## src/rtl/bsg_link_isdr_phy_pipe_if.sv

```systemverilog
// Bundles the per-channel data, credit and training signals of the ISDR
// capture stage. The slave modport is the PHY side.
interface bsg_link_isdr_phy_pipe_if #(
  parameter int width_p    = 8,
  parameter int channels_p = 1
);
  logic                          train_en_i;
  logic [channels_p-1:0]         valid_i;
  logic [channels_p*width_p-1:0] data_i;
  logic [channels_p-1:0]         credit_i;
  logic [channels_p-1:0]         valid_o;
  logic [channels_p*width_p-1:0] data_o;
  logic [channels_p-1:0]         token_o;
  logic [channels_p-1:0]         train_lock_o;
  logic [channels_p*8-1:0]       train_err_cnt_o;

  modport slave (
    input  train_en_i, valid_i, data_i, credit_i,
    output valid_o, data_o, token_o, train_lock_o, train_err_cnt_o
  );

  modport master (
    output train_en_i, valid_i, data_i, credit_i,
    input  valid_o, data_o, token_o, train_lock_o, train_err_cnt_o
  );
endinterface

```

## src/rtl/bsg_link_isdr_phy_pipe.sv

```systemverilog
// Multi-channel input SDR capture stage: per-channel register pipeline,
// credit-to-token decimation and an alternating-pattern training checker.
// Each channel is an independent lane instance.

module bsg_link_isdr_phy_lane #(
  parameter int width_p                = 8,
  parameter int stages_p               = 1,
  parameter int lg_credit_decimation_p = 3
) (
  input  logic               clk_i,
  input  logic               reset_n_i,
  input  logic               i_train_en,
  input  logic               i_valid,
  input  logic [width_p-1:0] i_data,
  input  logic               i_credit,
  output logic               o_valid,
  output logic [width_p-1:0] o_data,
  output logic               o_token,
  output logic               o_lock,
  output logic [7:0]         o_err_cnt
);
  // Training patterns: alternating bits with LSB 0, and its complement.
  localparam logic [width_p-1:0] PA = width_p'({((width_p+1)/2){2'b10}});
  localparam logic [width_p-1:0] PB = ~PA;

  typedef enum logic [1:0] {S_IDLE, S_SEARCH, S_LOCKED} state_t;

  logic [stages_p:1]              r_vld_pipe;
  logic [stages_p:1][width_p-1:0] r_dat_pipe;
  logic                           w_cap_v;
  logic [width_p-1:0]             w_cap_d;

  // Capture pipeline: stage 1 takes the pad input, each later stage the one before.
  always_ff @(posedge clk_i) begin
    if (!reset_n_i) begin
      r_vld_pipe <= '0;
      r_dat_pipe <= '0;
    end else begin
      r_vld_pipe[1] <= i_valid;
      r_dat_pipe[1] <= i_data;
      for (int s = 2; s <= stages_p; s++) begin
        r_vld_pipe[s] <= r_vld_pipe[s-1];
        r_dat_pipe[s] <= r_dat_pipe[s-1];
      end
    end
  end

  assign w_cap_v = r_vld_pipe[stages_p];
  assign w_cap_d = r_dat_pipe[stages_p];
  // Training words must never reach the downstream FIFO; data is left ungated.
  assign o_valid = w_cap_v & ~i_train_en;
  assign o_data  = w_cap_d;

  // Credits are meaningless while the link is training.
  logic w_cred, w_wrap, r_token;
  assign w_cred = i_credit & ~i_train_en;

  if (lg_credit_decimation_p == 0) begin : g_nocnt
    assign w_wrap = 1'b1;
  end else begin : g_cnt
    logic [lg_credit_decimation_p-1:0] r_cnt;
    // Credit decimation counter; the credit that wraps it flips the token.
    always_ff @(posedge clk_i) begin
      if (!reset_n_i)  r_cnt <= '0;
      else if (w_cred) r_cnt <= r_cnt + 1'b1;
    end
    assign w_wrap = &r_cnt;
  end

  // Token toggles on the wrapping credit.
  always_ff @(posedge clk_i) begin
    if (!reset_n_i)            r_token <= 1'b0;
    else if (w_cred && w_wrap) r_token <= ~r_token;
  end
  assign o_token = r_token;

  state_t             r_state, w_state_nxt;
  logic [width_p-1:0] r_exp, w_exp_nxt;
  logic               r_lock, w_lock_nxt;
  logic [7:0]         r_err, w_err_nxt;

  // Checker state register.
  always_ff @(posedge clk_i) begin
    if (!reset_n_i) begin
      r_state <= S_IDLE;
      r_exp   <= '0;
      r_lock  <= 1'b0;
      r_err   <= '0;
    end else begin
      r_state <= w_state_nxt;
      r_exp   <= w_exp_nxt;
      r_lock  <= w_lock_nxt;
      r_err   <= w_err_nxt;
    end
  end

  // Checker next state: hunt for either pattern, then expect strict alternation.
  always_comb begin
    w_state_nxt = r_state;
    w_exp_nxt   = r_exp;
    w_lock_nxt  = r_lock;
    w_err_nxt   = r_err;
    if (!i_train_en) begin
      // Leaving training keeps the error count for inspection.
      w_state_nxt = S_IDLE;
      w_lock_nxt  = 1'b0;
    end else begin
      case (r_state)
        S_IDLE: begin
          w_state_nxt = S_SEARCH;
          w_err_nxt   = '0;
          w_lock_nxt  = 1'b0;
        end
        S_SEARCH: begin
          if (w_cap_v && (w_cap_d == PA || w_cap_d == PB)) begin
            w_state_nxt = S_LOCKED;
            w_lock_nxt  = 1'b1;
            w_exp_nxt   = ~w_cap_d;
          end
        end
        S_LOCKED: begin
          if (w_cap_v) begin
            if (w_cap_d == r_exp) begin
              w_exp_nxt = ~r_exp;
            end else begin
              if (r_err != 8'hFF) w_err_nxt = r_err + 8'd1;
              w_state_nxt = S_SEARCH;
              w_lock_nxt  = 1'b0;
            end
          end
        end
        default: begin
          w_state_nxt = S_IDLE;
          w_lock_nxt  = 1'b0;
        end
      endcase
    end
  end

  assign o_lock    = r_lock;
  assign o_err_cnt = r_err;
endmodule

module bsg_link_isdr_phy_pipe #(
  parameter int width_p                = 8,
  parameter int channels_p             = 1,
  parameter int stages_p               = 1,
  parameter int lg_credit_decimation_p = 3
) (
  input logic                      clk_i,
  input logic                      reset_n_i,
  bsg_link_isdr_phy_pipe_if.slave  bus
);
  for (genvar c = 0; c < channels_p; c++) begin : g_lane
    bsg_link_isdr_phy_lane #(
      .width_p               (width_p),
      .stages_p              (stages_p),
      .lg_credit_decimation_p(lg_credit_decimation_p)
    ) u_lane (
      .clk_i     (clk_i),
      .reset_n_i (reset_n_i),
      .i_train_en(bus.train_en_i),
      .i_valid   (bus.valid_i[c]),
      .i_data    (bus.data_i[c*width_p +: width_p]),
      .i_credit  (bus.credit_i[c]),
      .o_valid   (bus.valid_o[c]),
      .o_data    (bus.data_o[c*width_p +: width_p]),
      .o_token   (bus.token_o[c]),
      .o_lock    (bus.train_lock_o[c]),
      .o_err_cnt (bus.train_err_cnt_o[c*8 +: 8])
    );
  end
endmodule

```

## src/flat_wrapper.sv

```systemverilog
// flat-port wrapper written by rule: the top's interface ports become plain ports
module bsg_link_isdr_phy_pipe_flat 
#(
  parameter int width_p                = 8,
  parameter int channels_p             = 1,
  parameter int stages_p               = 1,
  parameter int lg_credit_decimation_p = 3
)
  (clk_i, reset_n_i, bus_train_en_i, bus_valid_i, bus_data_i, bus_credit_i, bus_valid_o, bus_data_o, bus_token_o, bus_train_lock_o, bus_train_err_cnt_o);
  bsg_link_isdr_phy_pipe_if #(.width_p(width_p), .channels_p(channels_p)) bus_i ();
  input logic clk_i;
  input logic reset_n_i;
  input wire logic [$bits(bus_i.train_en_i)-1:0] bus_train_en_i;
  input wire logic [$bits(bus_i.valid_i)-1:0] bus_valid_i;
  input wire logic [$bits(bus_i.data_i)-1:0] bus_data_i;
  input wire logic [$bits(bus_i.credit_i)-1:0] bus_credit_i;
  output wire logic [$bits(bus_i.valid_o)-1:0] bus_valid_o;
  output wire logic [$bits(bus_i.data_o)-1:0] bus_data_o;
  output wire logic [$bits(bus_i.token_o)-1:0] bus_token_o;
  output wire logic [$bits(bus_i.train_lock_o)-1:0] bus_train_lock_o;
  output wire logic [$bits(bus_i.train_err_cnt_o)-1:0] bus_train_err_cnt_o;
  assign bus_i.train_en_i = bus_train_en_i;
  assign bus_i.valid_i = bus_valid_i;
  assign bus_i.data_i = bus_data_i;
  assign bus_i.credit_i = bus_credit_i;
  assign bus_valid_o = bus_i.valid_o;
  assign bus_data_o = bus_i.data_o;
  assign bus_token_o = bus_i.token_o;
  assign bus_train_lock_o = bus_i.train_lock_o;
  assign bus_train_err_cnt_o = bus_i.train_err_cnt_o;
  bsg_link_isdr_phy_pipe #(.width_p(width_p), .channels_p(channels_p), .stages_p(stages_p), .lg_credit_decimation_p(lg_credit_decimation_p)) u_core (.clk_i(clk_i), .reset_n_i(reset_n_i), .bus(bus_i));
endmodule
```

## config.mk

```make
export PLATFORM = sky130hd
export DESIGN_NAME = bsg_link_isdr_phy_pipe_flat
export DESIGN_NICKNAME = d
export VERILOG_FILES = /design/src/rtl/bsg_link_isdr_phy_pipe_if.sv /design/src/rtl/bsg_link_isdr_phy_pipe.sv /design/src/flat_wrapper.sv
export SDC_FILE = /design/constraint.sdc
export NUM_CORES = 1
export LEC_CHECK = 0
export ABC_AREA = 1
export ABC_CLOCK_PERIOD_IN_PS = 1700
export BUFFER_PORTS_ARGS = -buffer_cell sky130_fd_sc_hd__buf_2
export CAP_MARGIN = 10
export CORE_ASPECT_RATIO = 1.5
export CORE_MARGIN = 10
export CORE_UTILIZATION = 54
export DETAILED_ROUTE_END_ITERATION = 10
export PLACE_DENSITY = 0.82
export SYNTH_ARGS = -nofsm -noshare
export SYNTH_HDL_FRONTEND = slang
export SYNTH_SLANG_ARGS = --single-unit
export TNS_END_PERCENT = 5
```

## constraint.sdc

```tcl
create_clock -name clk_i -period 1.7 [get_ports clk_i]
set_input_delay 0.085 -clock clk_i [delete_from_list [all_inputs] [get_ports clk_i]]
set_output_delay 0.085 -clock clk_i [all_outputs]
set_load 0.05 [all_outputs]
```

==> results of run 1 <==
==> registers in the layout (all words and copies together) (netlist names) <==
| name | flops |
|---|---|
| u_core.g_lane.u_lane.r_state | 2 |
| u_core.g_lane.u_lane.r_exp | 8 |
| u_core.g_lane.u_lane.o_err_cnt | 8 |
| u_core.g_lane.u_lane.o_token | 1 |
| u_core.g_lane.u_lane.o_data | 8 |
| u_core.g_lane.u_lane.g_cnt.r_cnt | 3 |
| u_core.g_lane.u_lane.r_vld_pipe | 1 |
==> critical path, cell delays in order (launching register included) <==
cell,delay [ps]
dfxtp_4,360
ha_2,190
nand2_2,90
nor2_4,100
nand2_1,80
nor2_2,110
nand3_1,80
nand2_1,80
inv_2,80
nand2_4,110
nand2_2,60
a21oi_2,140
==> final cells by class <==
cell class	count	area, um2
clock buffer	6	72.6
sequential	31	632
fill	265	816
tap	39	48.8
clock inverter	2	7.51
multi-input combinational	179	851
timing repair buffer	47	298
inverter	42	158
==> what timing repair did <==
| action | 4_1_cts | 5_1_grt |
|---|---|---|
| hold buffers | 9 | 0 |
| setup buffers | 0 | 1 |
| setup endpoints to repair | 8 | 13 |
| resized for setup | 1 | 11 |
| pin swaps | 0 | 2 |
| hold endpoints to repair | 9 | 0 |
==> worst paths after layout <==
kind	slack [ps]	startpoint	end
max reg2reg	130	u_core.g_lane[0].u_lane.o_err_cnt[0]	u_core.g_lane[0].u_lane.o_err_cnt[7]
min	70	bus_train_en_i	u_core.g_lane[0].u_lane.r_state[0]
max	130	u_core.g_lane[0].u_lane.o_err_cnt[0]	u_core.g_lane[0].u_lane.o_err_cnt[7]
min reg2reg	500	u_core.g_lane[0].u_lane.g_cnt.r_cnt[2]	u_core.g_lane[0].u_lane.g_cnt.r_cnt[2]
==> kinds of logic (layout without fill, tap and decap cells) <==
group | Yosys count | after routing
AO/OA/AOI/OAI | 25 | 25
flip-flops | 31 | 31
adder cells (fa/ha/maj) | 3 | 3
buffers and inverters | 48 | 97
AND/OR/NAND/NOR | 145 | 145
XOR/XNOR | 6 | 6
==> synthesized netlist by cell type (all sizes together) <==
master	count	area, um2
clkinv	1	3.75
o21ai	12	60.1
xor2	3	26.3
clkbuf	4	15.0
nand3	16	80.1
xnor2	3	26.3
nor3b	2	15.0
inv	41	154
ha	3	37.5
nor2	40	153
and3	1	6.26
buf	2	16.3
nor3	2	10.0
dfxtp	31	621
nand4	2	12.5
a21oi	12	60.1
o21bai	1	7.51
nand2	82	313
==> metal layers <==
metal | up-vias | GRT usage
li1 | 876 | -
met2 | 48 | 0.261
met4 | 0 | 0.0820
met3 | 9 | 0.0683
met5 | - | 0
met1 | 750 | 0.135
==> cell usage in the layout (no fill, tap or decap), drive strengths merged <==
master       synthesis  routed
inv                 41      41
dfxtp               31      31
o21ai               12      12
clkbuf               4       6
clkinv               1       3
nand3               16      16
dlygate4sd3          0       9
buf                  2      38
xor2                 3       3
a21oi               12      12
nor3                 2       2
nand2               82      82
nand4                2       2
o21bai               1       1
nor3b                2       2
and3                 1       1
ha                   3       3
nor2                40      40
xnor2                3       3
==> power groups by stage <==
stage,Clock [mW],Combinational [mW],Sequential (mW)
global route,0.577,0.304,0.787
detailed placement,0,0.245,0.797
global placement,0,0.241,0.796
CTS,0.545,0.262,0.781
floorplan,0,0.141,0.835
finish,0.523,0.269,0.783
==> results.py, run 1 <==
metrics = {
    "place": {
        "gp_congestion": 0.814,
        "dpl-instance-area_um2": 1850,
        "dp.cells": 328,
        "pre_cts_ws_ps": -6.45,
        "port_buffers": 31,
        "hpwl_um": 2780,
    },
    "die": {
        "rows": 24,
        "ios": 32,
        "die_y_um": 87.0,
        "start_util": 0.561,
        "core_area_um2": 2880,
        "die-area_um2": 5630,
        "die_x_um": 64.7,
    },
    "critical_path": {
        "worst_ep_arrival_time_ps": 1780,
        "crit_fanout": 9,
        "cp.required_ps": 1910,
        "crit_path_end_kind": "register",
        "r2r_cells": 11,
        "start_kind": "register",
        "path_class": "reg2reg",
    },
    "pwr": {
        "power_frac_comb": 0.171,
        "power_frac_seq": 0.497,
        "p_int_mw": 1.13,
        "power.share.switching": 0.283,
        "p_clk_frac": 0.332,
        "peakVddDrop_uv": 705,
        "total_power_mw": 1.58,
        "switchingPower_mw": 0.446,
        "p_leak_nw": 1.11,
        "pwr_density_cell_nw_per_um2": 762,
    },
    "routing": {
        "drc": 0,
        "vias": 1683,
        "dr.pass1.iters": 4,
        "viasPerCell": 4.86,
        "routed-wl-met3_um": 305,
        "wl_per_cell_um": 11.5,
        "ant_nets": 0,
        "top_layer": "met4",
        "wl_um": 3980,
        "wl_met2_um": 2100,
        "wl_met1_um": 1500,
        "drt_iter0_drc": 139,
    },
    "logic_synthesis": {
        "syn-num-nets": 274,
        "synth_area_um2": 1620,
        "synthMuxAreaShare": 0,
        "ys_ff_latch": 31,
        "yosys.area_share.simple": 0.365,
        "synthXorXnorAreaFrac": 0.0325,
        "ys_types": 22,
        "synth_compound_area_frac": 0.0789,
        "synth_top_family_by_area": "simple AND/OR/NAND/NOR gates",
        "syn_inst": 258,
        "yosysWarnings": 0,
        "avgSynthCellArea_um2": 6.27,
        "synth_fa_ha_area_frac": 0.0232,
        "ys_seq_area_frac": 0.384,
    },
    "sta": {
        "grt_setup_unrepaired": "true",
        "worst_slew_pin_slew_ps": 311,
        "finalSetupViolCount": 0,
        "relSlewSlack": 0.791,
        "setup-tns-final_ps": 0,
        "fin_worst_skew_ps": 5.25,
        "fin_crit_sh": 0.923,
        "drv_slew": 0,
        "fmax_mhz": 637,
        "period_minus_slack_ps": 1570,
        "final_hold_viol_count": 0,
        "hold_ws_ps": 67.3,
        "setup_ws_ps": 130,
    },
    "clock_tree": {
        "clk_pin_slew_ps": 60,
        "cts.sinks": 31,
        "cts_made_buffers": 5,
        "cts-root-buf": "clkbuf_8",
        "clk_path_buf_depth": 2,
        "cts_tree": "yes",
        "htreeDepth": 2,
        "clk_latency_ps": 280,
    },
    "global_routing": {
        "grt_first_pass_wirelength_um": 6710,
        "overflow": 0,
        "grt_pass1_vias": 1645,
        "groute.usage.overall": 0.147,
        "grt_max_degree": 25,
        "antenna_found_initial": 0,
    },
    "final_layout": {
        "syn_to_final_growth_pct": 27.9,
        "final_net_count": 322,
        "drive_gt1_frac": 0.199,
        "design_area_um2": 2070,
        "antennaDiodeCount": 0,
        "final_core_util": 0.717,
        "stdcell_count": 346,
    },
    "job": {
        "drv_cap": 0,
    },
    "status": {
        "status": "finished clean",
    },
    "min_path": {
        "min_path_cells": 3,
        "hold_path_class": "in2reg",
    },
}
(Power assumes the default switching activity.)
==> run 2: changes to the inputs <==
--- a/config.mk
+++ b/config.mk
@@ -9,11 +9,13 @@
 export ABC_CLOCK_PERIOD_IN_PS = 1700
 export BUFFER_PORTS_ARGS = -buffer_cell sky130_fd_sc_hd__buf_2
 export CAP_MARGIN = 10
+export CELL_PAD_IN_SITES_DETAIL_PLACEMENT = 0
+export CELL_PAD_IN_SITES_GLOBAL_PLACEMENT = 2
 export CORE_ASPECT_RATIO = 1.5
 export CORE_MARGIN = 10
-export CORE_UTILIZATION = 54
+export CORE_UTILIZATION = 28
 export DETAILED_ROUTE_END_ITERATION = 10
-export PLACE_DENSITY = 0.82
+export PLACE_DENSITY = 0.81
 export SYNTH_ARGS = -nofsm -noshare
 export SYNTH_HDL_FRONTEND = slang
 export SYNTH_SLANG_ARGS = --single-unit
==> results.py, run 2 (synthesized netlist as in run 1, its figures left out) <==
metrics = {
    "status": {
        "status": "finished clean",
    },
    "min_path": {
        "hold_path_class": "in2reg",
        "min_from": "bus_train_en_i",
        "min_to": "u_core.g_lane[0].u_lane.r_state[0]",
        "min_path_cells": 3,
    },
    "pwr": {
        "p_leak_nw": 1.12,
        "p_int_mw": 1.18,
        "power.share.switching": 0.291,
        "switchingPower_mw": 0.484,
        "pwr_density_cell_nw_per_um2": 783,
        "total_power_mw": 1.67,
        "power_frac_seq": 0.469,
        "power_frac_comb": 0.164,
        "peakVddDrop_uv": 477,
        "p_clk_frac": 0.367,
    },
    "routing": {
        "wl_um": 4250,
        "wl_per_cell_um": 11.2,
        "dr.pass1.iters": 4,
        "vias": 1636,
        "ant_nets": 0,
        "drt_iter0_drc": 59,
        "drc": 0,
        "viasPerCell": 4.33,
    },
    "critical_path": {
        "crit_fanout": 6,
        "worst_ep_arrival_time_ps": 1680,
        "path_class": "reg2reg",
        "start_kind": "register",
        "crit_path_end_kind": "register",
        "rr_endpoint": "u_core.g_lane[0].u_lane.o_err_cnt[6]",
        "cp-startpoint": "u_core.g_lane[0].u_lane.o_err_cnt[0]",
        "r2r-start": "u_core.g_lane[0].u_lane.o_err_cnt[0]",
        "cp.required_ps": 1880,
        "ff2ff_setup_slack_ps": 200,
        "r2r_cells": 11,
    },
    "final_layout": {
        "drive_gt1_frac": 0.201,
        "seq_area_um2": 633,
        "multiInputGateArea_um2": 851,
        "stdcell_count": 378,
        "fillers": 623,
        "final_common_cell": "nand2_1",
        "final_net_count": 323,
        "antennaDiodeCount": 0,
        "design_area_um2": 2130,
        "syn_to_final_growth_pct": 31.5,
        "mostFrequentLayoutCells": "78 x nand2_1, 40 x inv_1, 38 x nor2_1, 31 x buf_2, 25 x dfxtp_1",
    },
    "sta": {
        "fmax_mhz": 667,
        "final_hold_viol_count": 0,
        "drv_slew": 0,
        "finalSetupViolCount": 0,
        "period_minus_slack_ps": 1500,
        "setup-tns-final_ps": 0,
        "fin_worst_skew_ps": 11.7,
        "fin_crit_sh": 0.881,
        "relSlewSlack": 0.805,
        "hold_ws_ps": 59.1,
        "worst_slew_pin_slew_ps": 291,
    },
    "place": {
        "gp_congestion": 0.780,
        "dpl-instance-area_um2": 1900,
        "dp.cells": 361,
        "port_buffers": 31,
        "hpwl_um": 3140,
    },
    "global_routing": {
        "groute.usage.overall": 0.0999,
        "grt_first_pass_wirelength_um": 7380,
        "grt_max_degree": 25,
        "overflow": 0,
        "antenna_found_initial": 0,
        "grt_pass1_vias": 1669,
    },
    "clock_tree": {
        "cts.sinks": 31,
        "htreeDepth": 2,
        "clk_latency_ps": 290,
        "cts_tree": "yes",
        "clk_path_buf_depth": 2,
        "cts-root-buf": "clkbuf_8",
        "clk_pin_slew_ps": 70,
        "cts_made_buffers": 5,
    },
    "die": {
        "die_x_um": 82.0,
        "die-area_um2": 9280,
        "rows": 33,
        "core_area_um2": 5530,
        "start_util": 0.292,
        "ios": 32,
        "die_y_um": 113,
    },
    "job": {
        "drv_cap": 0,
    },
}
## run 2: changes by cell type in the layout (fill, tap and decap cells not counted)
cell	previous run	this run
a21oi_1	9	11
a21oi_2	3	1
buf_4	7	8
clkbuf_8	5	6
clkinv_1	3	1
clkinv_2	0	1
dfxtp_1	26	25
dfxtp_2	3	4
ha_2	1	0
ha_4	0	1
nand2_1	77	78
nand2_2	3	2
## run 2: critical path, cell delays in order (launching register included)
cell and delay (ps):
dfxtp_4 380, ha_4 140, nand2_2 80, nor2_4 100
nand2_1 70, nor2_2 120, nand3_1 70, nand2_1 70
inv_2 60, buf_4 160, nand3_1 70, a21oi_1 60
## run 2: power by group through the flow
stage,Combinational [mW],Sequential [mW],Clock [mW]
finish,0.273,0.782,0.610
global route,0.312,0.786,0.675
CTS,0.271,0.781,0.641
detailed placement,0.253,0.798,0
global placement,0.255,0.798,0
floorplan,0.141,0.835,0
## run 2: what timing repair did
item,in CTS,in global routing
endpoints found under the hold margin,9,0
hold buffers,9,0
endpoints found under the setup margin,0,16
buffers inserted,0,0
resized for setup,0,11
## run 2: final cells by class
cell class                 instances  area share
clock buffer                       7      0.0406
clock inverter                     1     0.00235
inverter                          42      0.0742
multi-input combinational        179       0.400
sequential                        31       0.298
tap                               70      0.0412
timing repair buffer              48       0.144
## run 2: how the worst max path moves through the flow
stage / to / slack, ps
after global placement: u_core.g_lane[0].u_lane.o_err_cnt[0] / 50
after CTS: u_core.g_lane[0].u_lane.o_err_cnt[0] / 2
after detailed placement: u_core.g_lane[0].u_lane.o_err_cnt[0] / 20
after floorplan: u_core.g_lane[0].u_lane.r_exp[0] / -40
after global routing: u_core.g_lane[0].u_lane.r_exp[6] / -20
final: u_core.g_lane[0].u_lane.o_err_cnt[6] / 200
## run 2: metrics by stage
stage / setup WS, ps / util
after floorplan: -40.1 / -
after global placement: 53.6 / 0.343
after detailed placement: 22.8 / 0.343
after CTS: 1.87 / 0.376
after global routing: -21.6 / 0.384
final: 202 / 0.384
## run 2: routing by layer
metal	GRT usage	routed length (um)	vias to the layer above
met5	0	0	-
li1	-	-	879
met4	0.0376	57	0
met2	0.174	2090	29
met1	0.105	1830	723
met3	0.0365	262	5
==> run 3: changes to the inputs <==
--- a/config.mk
+++ b/config.mk
@@ -15,7 +15,7 @@
 export CORE_MARGIN = 10
 export CORE_UTILIZATION = 28
 export DETAILED_ROUTE_END_ITERATION = 10
-export PLACE_DENSITY = 0.81
+export PLACE_DENSITY = 0.76
 export SYNTH_ARGS = -nofsm -noshare
 export SYNTH_HDL_FRONTEND = slang
 export SYNTH_SLANG_ARGS = --single-unit
==> results.py, run 3 (synthesized netlist as in run 1, its figures left out) <==
metrics = {
    "critical_path": {
        "cp_slowest_cell": "dfxtp_4",
        "crit_path_end_kind": "register",
        "crit_fanout": 7,
        "cp.required_ps": 1870,
        "worst_ep_arrival_time_ps": 1690,
        "cp_top_family": "simple AND/OR/NAND/NOR gates",
        "crit_buf_inv": 2,
        "start_kind": "register",
        "path_class": "reg2reg",
        "crit_chain": "ha_1 > nand2_2 > nor2_2 > nand2_1 > nor2_2 > nand3_1 > nand2_1 > inv_2 > buf_4 > nand3_1 > a21oi_1",
        "slowest_delay_ps": 370,
    },
    "global_routing": {
        "groute.usage.overall": 0.0953,
        "grt_max_degree": 25,
        "antenna_found_initial": 0,
        "grt_pass1_vias": 1646,
        "overflow": 0,
        "grt_first_pass_wirelength_um": 7070,
    },
    "sta": {
        "finalSetupViolCount": 0,
        "setup-tns-final_ps": 0,
        "grt_setup_unrepaired": "false",
        "period_minus_slack_ps": 1520,
        "drv_slew": 0,
        "fin_worst_skew_ps": 9.55,
        "worst_slew_pin_slew_ps": 268,
        "final_hold_viol_count": 0,
        "relSlewSlack": 0.820,
        "fin_crit_sh": 0.896,
        "fmax_mhz": 656,
    },
    "final_layout": {
        "drive_gt1_frac": 0.198,
        "mostFrequentLayoutCells": "78 x nand2_1, 40 x inv_1, 38 x nor2_1, 31 x buf_2, 25 x dfxtp_1",
        "fillers": 645,
        "multiInputGateArea_um2": 833,
        "final_core_util": 0.381,
        "final_common_cell": "nand2_1",
        "antennaDiodeCount": 0,
        "final_net_count": 323,
        "seq_area_um2": 633,
        "syn_to_final_growth_pct": 30.4,
    },
    "job": {
        "drv_cap": 0,
    },
    "routing": {
        "wl_met1_um": 1780,
        "vias": 1625,
        "viasPerCell": 4.30,
        "ant_nets": 0,
        "routed-wl-met3_um": 246,
        "wl_um": 4210,
        "drc": 0,
        "drt_iter0_drc": 68,
        "wl_met2_um": 2110,
        "wl_per_cell_um": 11.1,
        "dr.pass1.iters": 4,
        "top_layer": "met4",
    },
    "place": {
        "port_buffers": 31,
        "gp_congestion": 0.742,
        "hpwl_um": 3120,
    },
    "clock_tree": {
        "cts-root-buf": "clkbuf_8",
        "htreeDepth": 2,
        "cts_made_buffers": 5,
        "clk_latency_ps": 280,
        "cts.sinks": 31,
        "clk_path_buf_depth": 2,
        "clk_pin_slew_ps": 70,
        "cts_tree": "yes",
    },
    "pwr": {
        "total_power_mw": 1.65,
        "pwr_density_cell_nw_per_um2": 784,
        "p_leak_nw": 1.12,
        "peakVddDrop_uv": 349,
    },
    "die": {
        "core_area_um2": 5530,
        "die-area_um2": 9280,
        "ios": 32,
        "start_util": 0.292,
        "die_x_um": 82.0,
        "rows": 33,
        "die_y_um": 113,
    },
    "status": {
        "status": "finished clean",
    },
    "min_path": {
        "hold_path_class": "in2reg",
    },
}
## run 3: changes by cell type in the layout (fill, tap and decap cells not counted)
cell,change
nor2_4,-1
nor2_2,+1
ha_1,+1
ha_4,-1
## run 3: worst paths after layout
| check | from | to | slack, ps | cells past startpoint |
|---|---|---|---|---|
| worst max-delay path | u_core.g_lane[0].u_lane.o_err_cnt[0] | u_core.g_lane[0].u_lane.o_err_cnt[5] | 180 | 11 |
| worst min-delay path | bus_train_en_i | u_core.g_lane[0].u_lane.r_state[0] | 70 | 3 |
| worst max register to register | u_core.g_lane[0].u_lane.o_err_cnt[0] | u_core.g_lane[0].u_lane.o_err_cnt[5] | 180 | 11 |
| worst min register to register | u_core.g_lane[0].u_lane.o_err_cnt[4] | u_core.g_lane[0].u_lane.o_err_cnt[4] | 480 | 2 |
## run 3: layout make-up
type                            instances  area share
Multi-Input combinational cell        179       0.395
Sequential cell                        31       0.300
Timing Repair Buffer                   48       0.145
Inverter                               42      0.0748
Tap cell                               70      0.0415
Clock buffer                            7      0.0409
Clock inverter                          1     0.00237
## run 3: what timing repair did
item                       in CTS  in global routing
setup endpoints to repair       0                 16
hold endpoints to repair        9                  0
setup buffers                   0                  1
hold buffers                    9                  0
gates resized for setup         0                  8
## run 3: metal layers
| metal | vias to the layer above | track usage |
|---|---|---|
| met1 | 710 | 0.0961 |
| li1 | 882 | - |
| met2 | 28 | 0.171 |
| met3 | 5 | 0.0333 |
| met5 | - | 0 |
| met4 | 0 | 0.0376 |
## run 3: power breakdown
| part | internal [mW] | switching [mW] |
|---|---|---|
| clock network | 0.326 | 0.272 |
| logic | 0.0987 | 0.174 |
| registers | 0.756 | 0.0258 |
| total | 1.18 | 0.472 |
## run 3: metrics by stage
step	cell area, um2	worst slack, ps	hold WS [ps]	std cells
2_1_floorplan	1630	-40.1	183	258
5_1_grt	2110	17.4	76.1	378
6_report	2110	176	68.0	378
4_1_cts	2070	23.0	58.0	377
3_5_place_dp	1890	41.1	269	360
3_3_place_gp	1890	61.8	265	360
## run 3: worst reg2reg max path, cell delays in order (launching register included)
cell and delay [ps]:
dfxtp_4 370, ha_1 170, nand2_2 70, nor2_2 120, nand2_1 80, nor2_2 100
nand3_1 70, nand2_1 80, inv_2 60, buf_4 150, nand3_1 70, a21oi_1 70
